--- config.mk ---
export PLATFORM = sky130hd
export DESIGN_NAME = mem_access_arbiter
export DESIGN_NICKNAME = d
export VERILOG_FILES = /design/src/rtl/mem_access_arbiter.sv
export SDC_FILE = /design/constraint.sdc
export NUM_CORES = 1
export LEC_CHECK = 0
export BUFFER_PORTS_ARGS = -buffer_cell sky130_fd_sc_hd__buf_2
export CORE_AREA = 2 2 105 107
export CTS_CLUSTER_DIAMETER = 30
export DETAILED_ROUTE_END_ITERATION = 8
export DIE_AREA = 0 0 107 109
export GPL_TIMING_DRIVEN = 0
export MAX_ROUTING_LAYER = met4
export PLACE_DENSITY = 0.8
export SLEW_MARGIN = 20
export SYNTH_ARGS = -nofsm -noshare
export SYNTH_HDL_FRONTEND = slang
export SYNTH_SLANG_ARGS = --single-unit
--- constraint.sdc ---
create_clock -name main_clk -period 2.72 [get_ports main_clk]
set_clock_uncertainty 0.05 [all_clocks]
set_input_delay 0.136 -clock main_clk [delete_from_list [all_inputs] [get_ports main_clk]]
set_output_delay 0.136 -clock main_clk [all_outputs]
set_load 0.02 [all_outputs]
--- src/rtl/mem_access_arbiter.sv ---
// Four-executer memory port arbiter; MEM_ARB_ROUND_ROBIN_EN selects round-robin, else fixed 0>1>2>3.
// Latency: request seen in IDLE -> mem_valid next cycle; ack_pulse the cycle after mem_done.
// Backpressure: latched request held in ISSUE until mem_ready; executers hold req_valid until ack_pulse.
module mem_access_arbiter #(
  parameter int ADDR_W = 32,
  parameter int DATA_W = 16
) (
  input  logic                   main_clk,
  input  logic                   main_reset_n,
  input  logic [3:0]             req_valid,
  input  logic [3:0]             req_is_stack,
  input  logic [3:0]             req_write,
  input  logic [3:0]             req_byte,
  input  logic [3:0][ADDR_W-1:0] req_addr,
  input  logic [3:0][DATA_W-1:0] req_data,
  output logic                   mem_valid,
  input  logic                   mem_ready,
  output logic                   mem_is_stack,
  output logic                   mem_write,
  output logic                   mem_byte,
  output logic [ADDR_W-1:0]      mem_addr,
  output logic [DATA_W-1:0]      mem_data,
  output logic [1:0]             mem_owner,
  input  logic                   mem_done,
  output logic [3:0]             will_ack_pulse,
  output logic [3:0]             ack_pulse
);
  localparam logic [1:0] IDLE  = 2'd0;
  localparam logic [1:0] ISSUE = 2'd1;
  localparam logic [1:0] WAIT  = 2'd2;

  typedef struct packed {
    logic              is_stack;
    logic              write;
    logic              byte_en;
    logic [ADDR_W-1:0] addr;
    logic [DATA_W-1:0] data;
  } req_t;

  logic [1:0] state;
  req_t       cur;
  logic [3:0] eligible;
  logic       grant_vld;
  logic [1:0] grant_idx;
  logic [1:0] prio_base;

`ifdef MEM_ARB_ROUND_ROBIN_EN
  logic [1:0] rr_ptr;

  always_ff @(posedge main_clk or negedge main_reset_n) begin
    if (!main_reset_n) begin
      rr_ptr <= 2'd0;
    end else if (grant_vld) begin
      rr_ptr <= grant_idx + 2'd1;
    end
  end

  assign prio_base = rr_ptr;
`else
  assign prio_base = 2'd0;
`endif

  // The executer being acked still shows its old req_valid this cycle; keep it out.
  assign eligible = (state == IDLE) ? (req_valid & ~ack_pulse) : 4'b0000;

  // Walk from lowest to highest priority so the highest-priority hit wins.
  always_comb begin
    grant_vld = 1'b0;
    grant_idx = 2'd0;
    for (int k = 3; k >= 0; k--) begin
      if (eligible[prio_base + 2'(k)]) begin
        grant_vld = 1'b1;
        grant_idx = prio_base + 2'(k);
      end
    end
  end

  assign mem_valid      = (state == ISSUE);
  assign mem_is_stack   = cur.is_stack;
  assign mem_write      = cur.write;
  assign mem_byte       = cur.byte_en;
  assign mem_addr       = cur.addr;
  assign mem_data       = cur.data;
  assign will_ack_pulse = (state == WAIT && mem_done) ? (4'b0001 << mem_owner) : 4'b0000;

  always_ff @(posedge main_clk or negedge main_reset_n) begin
    if (!main_reset_n) begin
      state     <= IDLE;
      cur       <= '0;
      mem_owner <= 2'd0;
      ack_pulse <= 4'b0000;
    end else begin
      ack_pulse <= will_ack_pulse;
      case (state)
        IDLE: begin
          if (grant_vld) begin
            state     <= ISSUE;
            mem_owner <= grant_idx;
            cur       <= '{is_stack: req_is_stack[grant_idx],
                           write:    req_write[grant_idx],
                           byte_en:  req_byte[grant_idx],
                           addr:     req_addr[grant_idx],
                           data:     req_data[grant_idx]};
          end
        end
        ISSUE: begin
          if (mem_ready) state <= WAIT;
        end
        WAIT: begin
          if (mem_done) state <= IDLE;
        end
        default: state <= IDLE;
      endcase
    end
  end
endmodule

==> metrics.yaml <==
timing:
  period_share: 0.864
  max_slew_margin: 0.451
  tightest_slew_ps: 818
  final_max_slew_viol_count: 0
  setup_viol: 0
  fmax_mhz: 425
  grt_setup_unrepaired: "no"
  fin_crit_ps: 2350
  worst_slack_ps: 369
  setup-tns-final_ps: 0
  finalHoldViolCount: 0
die:
  core_area_um2: 10600
  initial_core_util: 0.331
  die-area_um2: 11700
  die_h_um: 109
  die_x_um: 107
  num_rows: 38
  ios: 274
finish:
  drive_above_1_share: 0.570
  area_delta_synth_final_pct: 52.8
  fin_nets: 839
  n_fill_cell: 974
  design_area_um2: 5360
synthesis:
  synth_xor_xnor_area_share: 0
  synth_compound_area_frac: 0.466
  synthDistinctLibCells: 27
  syn_inst: 335
  synthMuxAreaShare: 0
  synth_nets: 547
  synth_top_family_by_area: "compound AO/OA/AOI/OAI gates"
  synthAdderAreaFrac: 0
  yosysWarnings: 0
  yosys.area_share.simple: 0.0460
  syn-cell-area_um2: 3510
  synth-seq-cells: 59
  ys_seq_area_frac: 0.421
  synth.avg_cell_area_um2: 10.5
setup_path:
  r2r_slack_ps: 370
  cp-start-kind: "flip-flop"
  r2r_start: "state[0]"
  crit_path_cell_trace: "buf_6 -> nor2_2 -> o21ai_1 -> clkbuf_1 -> a221oi_1 -> a22oi_1"
  critical_path.slowest_cell: "o21ai_1"
  worst-setup-path-type: "flip-flop to flip-flop"
  slowest_delay_ps: 430
  path_delay_family: "compound AO/OA/AOI/OAI gates"
  crit_required_ps: 2840
  arrival_ps: 2480
  critPathBufInv: 2
  worstPathMaxFanout: 10
  reg2reg_to: "mem_data[15]"
  r2r_cells: 6
  worst_setup_path_end_kind: "flip-flop"
route:
  viasPerCell: 5.53
  routed_wl_mm: 13.8
  wire_per_inst_um: 17.9
  first_pass_iters: 5
  drt_iter0_drc: 286
  vias: 4272
  ant_nets: 0
  drcViolationCount: 0
placement:
  pre_cts_ws_ps: 380
  dpl_cell_area_um2: 5050
  place_hpwl_mm: 10.7
  place_congestion: 0.900
  numPortBuffers: 273
clock_network:
  cts_root_buffer: "clkbuf_8"
  clkTransAtPathRegs_ps: 80
  cts-htree-levels: 3
  clkSinkCount: 59
  post_cts_buffers: 0
  cts_buffer_depth: 2
  cts_buffers: 9
  clk_latency_ps: 340
  cts_tree: "yes"
power_and_ir_drop:
  leakage_nw: 2.49
  powerDensity_nw_per_um2: 1060
  power_mw: 5.70
  worst_ir_drop_vdd_v: 0.000496
min_path:
  min_from: "mem_ready"
  hp-class: "input pin to flip-flop"
  hold_end: "state[0]"
  hold_path_depth: 4
global_routing:
  overflow: 0
  grt_max_degree: 60
  grt_antenna_before_repair: 1
  grt_usage: 0.239
  grt_pass1_wl_mm: 21.0
  grt_pass1_vias: 4328
job:
  maxCapViolCount: 0
status:
  run_status: "complete, no violations"
## Yosys cell counts
master,number,area (um^2)
buf_8,1,15.0
nand2b_1,5,31.3
nor2_4,1,11.3
nor4_1,2,12.5
nor2_1,4,15.0
buf_1,2,7.51
buf_4,2,15.0
a21oi_1,49,245
o21bai_1,1,7.51
inv_1,1,3.75
nor2b_1,4,25.0
nor3_4,1,16.3
nor2_2,1,6.26
o31ai_1,1,7.51
buf_2,3,15.0
clkbuf_1,21,78.8
o21ai_1,1,5.00
a221oi_1,5,43.8
or2_1,1,6.26
a22oi_2,52,651
dfrtp_1,59,1480
o21ai_0,2,10.0
a22oi_1,45,338
nand2_1,10,37.5
buf_6,9,101
o22ai_1,51,319
a21oi_2,1,8.76
## state kept, by name (all words and copies together) (netlist names)
name / count
mem_addr: 32
mem_data: 16
mem_owner: 2
mem_write: 1
mem_byte: 1
ack_pulse: 4
mem_is_stack: 1
state: 2
## per-layer routing
layer	vias up	GRT usage	wire [um]
li1	1937	-	-
met1	2025	0.270	5410
met2	279	0.423	7010
met3	31	0.0472	1100
met4	0	0.0835	312
met5	-	-	0
## timing repair
action,in CTS,in global routing
gates resized for setup,0,0
hold endpoints to repair,65,0
hold buffers,8,0
## area by class of cell
cell class	instances	area [um^2]	area share
Inverter	1	3.75	0.000700
Buffer	38	233	0.0434
Multi-Input combinational cell	237	1800	0.335
Clock inverter	6	88.8	0.0166
Sequential cell	59	1480	0.275
Tap cell	140	175	0.0327
Clock buffer	10	138	0.0257
Antenna cell	1	2.50	0.000467
Timing Repair Buffer	281	1450	0.270
## placed cells by master (no fill, tap or decap), drive strengths merged, types with 2 or more instances in the layout
| master | synthesis | layout |
|---|---|---|
| clkbuf | 21 | 31 |
| clkinv | 0 | 2 |
| o21ai | 3 | 3 |
| bufinv | 0 | 2 |
| nand2 | 10 | 10 |
| nor2b | 4 | 4 |
| a21oi | 50 | 50 |
| nand2b | 5 | 5 |
| o22ai | 51 | 51 |
| a221oi | 5 | 5 |
| clkinvlp | 0 | 2 |
| dlygate4sd3 | 0 | 8 |
| a22oi | 97 | 97 |
| dfrtp | 59 | 59 |
| buf | 17 | 290 |
| nor2 | 6 | 6 |
| nor4 | 2 | 2 |
## worst min-delay path: stages
cell and delay (ps):
buf_2 90, nand2_1 50, o31ai_1 60, o21bai_1 60
## power by group
| group | switching (mW) | internal, mW | total, mW |
|---|---|---|---|
| registers | 0.255 | 1.32 | 1.58 |
| logic | 1.95 | 1.24 | 3.19 |
| clock network | 0.393 | 0.541 | 0.934 |
## stage by stage
step | hold slack, ps | instances | utilization
floorplan | -210 | 335 | -
global placement | 301 | 748 | 0.476
detailed placement | 209 | 748 | 0.477
CTS | 22.8 | 772 | 0.506
global route | 26.0 | 773 | 0.506
finish | 35.4 | 773 | 0.506
## worst max-delay path by stage
| stage | cells after the start | from | end | slack, ps |
|---|---|---|---|---|
| after floorplan | 5 | ack_pulse[2] | mem_data[15] | 990 |
| after global placement | 6 | ack_pulse[0] | mem_data[15] | 370 |
| after detailed placement | 6 | ack_pulse[0] | mem_data[15] | 380 |
| after CTS | 6 | ack_pulse[0] | mem_data[15] | 350 |
| after global routing | 6 | state[0] | mem_data[15] | 210 |
| final | 6 | state[0] | mem_data[15] | 370 |
## logic make-up (layout without fill, tap and decap cells)
kind of cell,count (synthesis),in the layout
and+or+nand+nor,29,29
DFF,59,59
AOI/OAI and AO/OA,208,208
other,0,1
buffers and inverters,39,336
(Power assumes the default switching activity.)
